[src/rtl/key_scan_ctrl.sv]
// Debounce controller for a bank of active-low keys sharing one debounce timer.
// A round-robin arbiter grants the timer; outputs are debounced level, press and long-press pulses.
module key_scan_ctrl #(
  parameter int N_KEYS     = 4,
  parameter int IDX_W      = 2,
  parameter int DEB_CYCLES = 1048575,
  parameter int CNT_W      = 20,
  parameter int LONG_TICKS = 16
) (
  input  logic              sys_clk,
  input  logic              sys_rstn,
  input  logic [N_KEYS-1:0] key_in,
  output logic [N_KEYS-1:0] key_state,
  output logic [N_KEYS-1:0] key_press,
  output logic [N_KEYS-1:0] key_long,
  output logic              busy,
  output logic [IDX_W-1:0]  active_idx
);

  typedef enum logic [1:0] {
    ST_IDLE    = 2'd0,
    ST_TIMING  = 2'd1,
    ST_CONFIRM = 2'd2
  } state_t;

  localparam int               IDX_W1   = IDX_W + 1;
  localparam logic [CNT_W-1:0] DEB_LAST = CNT_W'(DEB_CYCLES - 1);
  localparam logic [7:0]       LONG_MAX = 8'(LONG_TICKS);
  localparam logic [IDX_W:0]   N_WIDE   = IDX_W1'(N_KEYS);
  localparam logic [IDX_W-1:0] IDX_LAST = IDX_W'(N_KEYS - 1);

  state_t            state_r, state_nxt_s;
  logic [N_KEYS-1:0] sync1_r, sync2_r, key_state_r, key_press_r, key_long_r, pending_r;
  logic [N_KEYS-1:0] pend_nxt_s, ks_nxt_s, press_nxt_s, long_nxt_s;
  logic [CNT_W-1:0]  cnt_r, cnt_nxt_s, presc_r;
  logic [IDX_W-1:0]  active_idx_r, active_nxt_s, rr_ptr_r, rr_nxt_s, rr_wrap_s, grant_idx_s;
  logic [IDX_W:0]    cand_s;
  logic              grant_vld_s, abort_s, tick_s, done_s, confirm_s, busy_r, busy_nxt_s;
  logic [7:0]        hold_r     [N_KEYS];
  logic [7:0]        hold_nxt_s [N_KEYS];

  assign abort_s    = (sync2_r[active_idx_r] == key_state_r[active_idx_r]);
  assign rr_wrap_s  = (active_idx_r == IDX_LAST) ? {IDX_W{1'b0}} : active_idx_r + IDX_W'(1);
  assign tick_s     = (presc_r == DEB_LAST);
  assign busy_nxt_s = (state_nxt_s != ST_IDLE);

  assign key_state  = key_state_r;
  assign key_press  = key_press_r;
  assign key_long   = key_long_r;
  assign busy       = busy_r;
  assign active_idx = active_idx_r;

  // Round-robin search: walk downward so the lowest offset from rr_ptr wins.
  always_comb begin
    grant_vld_s = 1'b0;
    grant_idx_s = {IDX_W{1'b0}};
    cand_s      = {IDX_W1{1'b0}};
    for (int k = N_KEYS - 1; k >= 0; k--) begin
      cand_s = {1'b0, rr_ptr_r} + IDX_W1'(k);
      if (cand_s >= N_WIDE) begin
        cand_s = cand_s - N_WIDE;
      end else begin
        cand_s = cand_s;
      end
      if (pending_r[cand_s[IDX_W-1:0]]) begin
        grant_vld_s = 1'b1;
        grant_idx_s = cand_s[IDX_W-1:0];
      end else begin
        grant_vld_s = grant_vld_s;
      end
    end
  end

  // FSM state register.
  always_ff @(posedge sys_clk or negedge sys_rstn) begin
    if (!sys_rstn) begin
      state_r <= ST_IDLE;
    end else begin
      state_r <= state_nxt_s;
    end
  end

  // FSM next state: a bounce back in TIMING takes priority over the timeout.
  always_comb begin
    state_nxt_s = state_r;
    case (state_r)
      ST_IDLE:    state_nxt_s = grant_vld_s ? ST_TIMING : ST_IDLE;
      ST_TIMING: begin
        if (abort_s) begin
          state_nxt_s = ST_IDLE;
        end else if (cnt_r == DEB_LAST) begin
          state_nxt_s = ST_CONFIRM;
        end else begin
          state_nxt_s = ST_TIMING;
        end
      end
      ST_CONFIRM: state_nxt_s = ST_IDLE;
      default:    state_nxt_s = ST_IDLE;
    endcase
  end

  // FSM outputs: timer, ownership, pointer and per-key level/pending updates.
  always_comb begin
    cnt_nxt_s    = cnt_r;
    active_nxt_s = active_idx_r;
    rr_nxt_s     = rr_ptr_r;
    done_s       = 1'b0;
    confirm_s    = 1'b0;
    case (state_r)
      ST_IDLE: begin
        active_nxt_s = grant_vld_s ? grant_idx_s : active_idx_r;
        cnt_nxt_s    = grant_vld_s ? {CNT_W{1'b0}} : cnt_r;
      end
      ST_TIMING: begin
        cnt_nxt_s = cnt_r + CNT_W'(1);
        done_s    = abort_s;
        rr_nxt_s  = abort_s ? rr_wrap_s : rr_ptr_r;
      end
      ST_CONFIRM: begin
        done_s    = 1'b1;
        confirm_s = 1'b1;
        rr_nxt_s  = rr_wrap_s;
      end
      default: begin
        done_s = 1'b0;
      end
    endcase
    for (int i = 0; i < N_KEYS; i++) begin
      pend_nxt_s[i]  = (done_s && (active_idx_r == IDX_W'(i))) ? 1'b0
                     : (pending_r[i] | (sync2_r[i] ^ key_state_r[i]));
      ks_nxt_s[i]    = (confirm_s && (active_idx_r == IDX_W'(i))) ? sync2_r[i] : key_state_r[i];
      press_nxt_s[i] = confirm_s && (active_idx_r == IDX_W'(i)) && !sync2_r[i];
    end
  end

  // Hold counters: count prescaler ticks while pressed, saturating at LONG_TICKS.
  always_comb begin
    for (int i = 0; i < N_KEYS; i++) begin
      long_nxt_s[i] = 1'b0;
      if (key_state_r[i]) begin
        hold_nxt_s[i] = 8'd0;
      end else if (tick_s && (hold_r[i] != LONG_MAX)) begin
        hold_nxt_s[i] = hold_r[i] + 8'd1;
        long_nxt_s[i] = (hold_r[i] == (LONG_MAX - 8'd1));
      end else begin
        hold_nxt_s[i] = hold_r[i];
      end
    end
  end

  // Datapath registers.
  always_ff @(posedge sys_clk or negedge sys_rstn) begin
    if (!sys_rstn) begin
      sync1_r      <= {N_KEYS{1'b1}};
      sync2_r      <= {N_KEYS{1'b1}};
      key_state_r  <= {N_KEYS{1'b1}};
      key_press_r  <= {N_KEYS{1'b0}};
      key_long_r   <= {N_KEYS{1'b0}};
      pending_r    <= {N_KEYS{1'b0}};
      cnt_r        <= {CNT_W{1'b0}};
      presc_r      <= {CNT_W{1'b0}};
      active_idx_r <= {IDX_W{1'b0}};
      rr_ptr_r     <= {IDX_W{1'b0}};
      busy_r       <= 1'b0;
      for (int i = 0; i < N_KEYS; i++) begin
        hold_r[i] <= 8'd0;
      end
    end else begin
      sync1_r      <= key_in;
      sync2_r      <= sync1_r;
      key_state_r  <= ks_nxt_s;
      key_press_r  <= press_nxt_s;
      key_long_r   <= long_nxt_s;
      pending_r    <= pend_nxt_s;
      cnt_r        <= cnt_nxt_s;
      presc_r      <= tick_s ? {CNT_W{1'b0}} : presc_r + CNT_W'(1);
      active_idx_r <= active_nxt_s;
      rr_ptr_r     <= rr_nxt_s;
      busy_r       <= busy_nxt_s;
      for (int i = 0; i < N_KEYS; i++) begin
        hold_r[i] <= hold_nxt_s[i];
      end
    end
  end

endmodule
[config.mk]
export PLATFORM = sky130hd
export DESIGN_NAME = key_scan_ctrl
export DESIGN_NICKNAME = d
export VERILOG_FILES = /design/src/rtl/key_scan_ctrl.sv
export SDC_FILE = /design/constraint.sdc
export NUM_CORES = 1
export LEC_CHECK = 0
export ABC_AREA = 1
export BUFFER_PORTS_ARGS = -buffer_cell sky130_fd_sc_hd__buf_2
export CELL_PAD_IN_SITES_DETAIL_PLACEMENT = 2
export CELL_PAD_IN_SITES_GLOBAL_PLACEMENT = 2
export CORE_MARGIN = 2
export CORE_UTILIZATION = 39
export CTS_BUF_LIST = sky130_fd_sc_hd__clkbuf_4
export CTS_CLUSTER_DIAMETER = 30
export CTS_CLUSTER_SIZE = 40
export DETAILED_ROUTE_END_ITERATION = 6
export GPL_TIMING_DRIVEN = 0
export PLACE_DENSITY = 0.85
export SYNTH_ARGS = -nofsm -noshare
export SYNTH_HDL_FRONTEND = slang
export SYNTH_SLANG_ARGS = --single-unit
[constraint.sdc]
create_clock -name sys_clk -period 1.9 [get_ports sys_clk]
set_input_delay 0.57 -clock sys_clk [delete_from_list [all_inputs] [get_ports sys_clk]]
set_output_delay 0.57 -clock sys_clk [all_outputs]
set_load 0.01 [all_outputs]
# After elaboration in Yosys (flattened, before gate mapping)
# Cells that the tools add are included.
dict set report classes {
  addsub 14
  n_lt_le_gt_ge 9
  eq_ne 18
  muxes 56
  bitwise 8
  n_reduce_logical 32
}
# op n
set ops {}
lappend ops {{2-to-1 mux 8 bit} 8}
lappend ops {{adder 20 x 1 -> 20 bit, second input constant} 2}
lappend ops {{== test 20 bit, second input constant} 2}
lappend ops {{2-to-1 mux 20 bit} 2}
lappend ops {{case mux 20 bit (2 select lines)} 1}
lappend ops {{adder 8 x 1 -> 8 bit, second input constant} 4}
lappend ops {{== test 8 x 4 -> 1 bit, second input constant} 4}
lappend ops {{!= test 8 x 5 -> 1 bit, second input constant} 4}
lappend ops {{2-to-1 mux 1 bit} 24}
lappend ops {{2-to-1 mux 2 bit} 12}
lappend ops {{logical AND 1 bit} 16}
lappend ops {{less-than comparator 2 x 3 -> 1 bit, second input constant} 5}
lappend ops {{nonzero test 2 bit} 7}
lappend ops {{binary-select mux 1 bit (select 2 bit)} 6}
lappend ops {{>= comparator 3 bit, second input constant} 3}
lappend ops {{case mux 2 bit (2 select lines)} 2}
lappend ops {{subtractor 2 x 1 -> 2 bit, second input constant} 4}
lappend ops {{adder 2 x 2 -> 3 bit, second input constant} 2}
lappend ops {{== test 2 bit, second input constant} 3}
lappend ops {{AND reduction 2 bit} 3}
lappend ops {{== test 2 x 1 -> 1 bit, second input constant} 2}
lappend ops {{logical NOT 1 bit} 4}
lappend ops {{logical NOT 2 bit} 2}
lappend ops {{!= test 2 bit, second input constant} 2}
lappend ops {{7 further kinds} 13}
dict set report totals {
  reg_bits 103
  inputBits 6
  out_inout_bits 15
  elab_cells 156
}

# Longest topological paths before layout
dict set report logic_depth {
  word_depth 12
  depth_mapped 12
}

# Worst setup path after synthesis
# Ideal clock, no wire load.
dict set report synth_timing {
  path_kind {reg-to-reg}
  start {register presc_r[0]}
  end {register hold_r[27] (netlist bit)}
  setup_time_ns 0.118
  t_arrival_ns 1.354
  slack_ns 0.428
  stages_incl_launch_ff 11
  period_less_slack_ns 1.472
  cell_sequence {dfrtp_1 > inv_1 > ha_1 > nand2_1 > nor2_1 > nand3_2 > nor2_4 > buf_6 > nand2_4 > nand3_1 > nand2_1}
}
dict set report synth_between {
  elab_chain_cells 3
}
# item line
set synth_lines {}
lappend synth_lines {{start, declared} 35} ;# logic [CNT_W-1:0] cnt_r, cnt_nxt_s, presc_r;
lappend synth_lines {{start signal, assigned} 161} ;# presc_r <= {CNT_W{1'b0}};
lappend synth_lines {{start signal, assigned} 176} ;# presc_r <= tick_s ? {CNT_W{1'b0}} : presc_r + CNT_W'(1);
lappend synth_lines {{== test 20 bit} 44} ;# assign tick_s = (presc_r == DEB_LAST);
lappend synth_lines {{logical AND 1 bit} 142} ;# end else if (tick_s && (hold_r[i] != LONG_MAX)) begin
lappend synth_lines {{nonzero test 2 bit (no source line)} n/a}
lappend synth_lines {{end signal, assigned by index} 181} ;# hold_r[i] <= hold_nxt_s[i];
lappend synth_lines {{end, declared} 39} ;# logic [7:0] hold_r [N_KEYS];
# Every way passes these cells.
# A chain may end at the register's enable or synchronous reset.

# Worst setup path in the final report
dict set report layout_timing {
  start {register presc_r[0]}
  end {register hold_r[11] (netlist bit)}
}
# The elaborated chain is that of the path after synthesis.

==> results.ini <==
[global_route]
grt_overflow = 0
first_global_vias = 6198
grt_pass1_wl_um = 31400
antenna_found_initial = 1
grt_max_degree = 60
grt_util_all_layers_pct = 23.5

[critical_path]
cp.arrival_ns = 2.33
max_stage_delay_ns = 0.44
endpoint_kind = flip-flop
path_max_fanout = 8
crit_path_start = presc_r[0]
crit_required_ns = 2.38
crit_slowest_cell = dfrtp_1
critical_path.top_delay_family = simple AND/OR/NAND/NOR gates
worst-path-buf-inv = 1
critPathKind = flip-flop to flip-flop
r2r-start = presc_r[0]
cpMostUsedCell = nand2_1
r2r_slack_ns = 0.05
crit_cells = 10
worst_setup_path_start_kind = flip-flop
worst_r2r_path_depth = 10
cp_cell_sequence = inv_1 -> ha_2 -> nand2_1 -> nor2_2 -> nand3_2 -> nor2_4 -> nand2_2 -> nand2_1 -> nand2_1 -> nand2_1
crit_end = hold_r[11]
r2r_end = hold_r[11]

[finish]
instances_no_fill = 1080
synthToLayoutAreaGrowth_pct = 11.2
drive_gt1_share_pct = 18.0
fillers = 1860
utilization_pct = 44.1
nNetsFinal = 883

[pwr]
power_density_nw_per_um2 = 827
p_clk_share_pct = 20.8
p_seq_share_pct = 43.7
combinationalPowerShare_pct = 35.4
power.internal_w = 0.00333
power.leakage_nw = 3.40
ir_worst_vdd_uv = 703
total_power_w = 0.00576
switchingPower_w = 0.00243
switching_share_pct = 42.1

[floorplanning]
die_w_um = 131
io_pins = 21
rows = 46
start_util_pct = 39.7
core_area_um2 = 15800
die-height_um = 131
die_area_um2 = 17100

[place]
dp_slack_ns = -0.0255
routabilityCongestion = 0.836
port_buffers = 20
post-dp-hpwl_um = 14200
dp_cells = 1051

[drt]
firstDrtPassIters = 4
met2_length_um = 10700
met1_length_um = 8210
drcViolationCount = 0
drt_iter0_drc = 151
wirelength_um = 19600
dr_wl_met3_um = 351
via_count = 5631
vias_per_cell = 5.21
wl_per_cell_um = 18.2
highest_layer = met4
final_antenna_net_count = 0

[clock_tree]
ctsRootBufferMaster = clkbuf_4
htreeDepth = 3
clk_pin_slew_ns = 0.20
cts_tree = done
numCtsBuffers = 9
clk_latency_ns = 0.53
cts_max_path_buffers = 2
hold_buffers = 0
cts.sinks = 103

[sta]
clock_skew_ns = 0.0313
setup_slack_ns = 0.0515
fmax_mhz = 541
finalHoldViolations = 0
slew_headroom_pct = 58.2
post-route-period-util_pct = 97.3
setup_viol = 0
period_needed_ns = 1.85
drv_slew = 0
setup_tns_ns = 0
worstMarginPinSlew_ns = 0.627
rsz0062_at_grt = true

[logic_synthesis]
synth-main-ff-cell = dfrtp_1
synth.most_common_cell = nand2_1
ys_ff_latch = 103
syn_area_um2 = 6260
ys_async_sr_fraction_pct = 100
synthTopCellsByCount = 206 x nand2_1, 108 x nand3_1, 91 x dfrtp_1, 87 x nor2_1, 81 x inv_1
synth_cell_type_count = 39
syn-num-nets = 839
yosys_warnings = 0
yosys.area.top_type = dfrtp_1
synth_edf_count = 0
yosysTopAreaCellShare_pct = 36.4
seq_area_frac_synth_pct = 41.4
syn_avg_cell_area_um2 = 7.69
syn_inst = 814
yosys-top-cells-area = dfrtp_1 36%, nand2_1 12%, nand3_1 8.6%, nor2_1 5.2%, dfstp_2 5.0%

[hold_path]
hp-class = primary input to asynchronous set/reset pin

[run_status]
status = finished clean

[flow_run]
maxCapViolCount = 0

[worst min path at each step]
stage / endpoint / slack (ns) / cells past startpoint
6_report: hold_r[12] / 0.04 / 1
5_1_grt: hold_r[26] / 0.03 / 1
4_1_cts: hold_r[26] / 0.03 / 1
3_5_place_dp: sync2_r[1] / 0.35 / 0
3_3_place_gp: sync2_r[1] / 0.35 / 0
2_1_floorplan: active_idx[0] / 0.27 / 0
[cell families after synthesis]
group | count (synthesis) | synth area share, %
flip-flops | 103 | 41.4
buffers and inverters | 111 | 7.88
adder cells (fa/ha/maj) | 19 | 3.80
XOR/XNOR | 30 | 4.20
AO/OA/AOI/OAI | 50 | 4.94
AND/OR/NAND/NOR | 501 | 37.8
[final cells by class]
| cell class | count | area [um2] | area share (%) |
|---|---|---|---|
| Buffer | 15 | 123 | 1.76 |
| Sequential cell | 103 | 2590 | 37.3 |
| Inverter | 96 | 382 | 5.48 |
| Multi-Input combinational cell | 600 | 3220 | 46.2 |
| Tap cell | 216 | 270 | 3.88 |
| Clock buffer | 9 | 67.6 | 0.971 |
| Timing Repair Buffer | 33 | 233 | 3.34 |
| Clock inverter | 7 | 73.8 | 1.06 |
| Antenna cell | 1 | 2.50 | 0.0359 |
[power by group through the flow]
stage               clock network, W  registers, W  logic (W)
finish                       0.00120       0.00252    0.00204
global route                 0.00134       0.00254    0.00229
CTS                          0.00124       0.00252    0.00208
detailed placement                 0       0.00256    0.00206
floorplan                          0       0.00251    0.00149
global placement                   0       0.00254    0.00192
[metrics by stage]
stage / area (um2) / hold slack (ns)
after global routing: 6960 / 0.0296
after CTS: 6850 / 0.0284
after global placement: 6630 / 0.348
final: 6960 / 0.0380
after detailed placement: 6660 / 0.354
after floorplan: 6260 / 0.274
[repair_timing]
action,CTS,global route
resized for setup,4,15
gates cloned,0,0
pin swaps,2,3
setup endpoints to repair,12,53
setup buffers,5,7
[state kept, by name (all words and copies together), names as in the netlist]
register    cells
rr_ptr_r        2
pending_r       4
key_long        4
sync2_r         4
hold_r         32
sync1_r         4
state_r         2
key_state       4
busy            1
active_idx      2
key_press       4
presc_r        20
cnt_r          20
[layout by cell type (no fill, tap or decap), drive strengths merged, types with 3 or more instances in the layout]
cell type | Yosys | routed
a21o | 4 | 4
buf | 9 | 41
clkinv | 5 | 7
inv | 91 | 94
o21bai | 4 | 4
nor3 | 15 | 15
nor4 | 3 | 3
nand4 | 18 | 18
clkbuf | 6 | 16
nand3b | 8 | 8
nor2 | 101 | 101
or2 | 5 | 5
xor2 | 29 | 29
ha | 19 | 19
o21ai | 20 | 20
nand3 | 112 | 112
nand2 | 239 | 239
dfstp | 12 | 12
a21oi | 18 | 18
dfrtp | 91 | 91
[routing by layer]
metal,vias to the layer above,GRT usage (%)
met3,30,3.42
met4,0,5.82
met2,50,44.3
met5,-,0
li1,2691,-
met1,2860,28.2
Power figures use the tool's default switching activity.
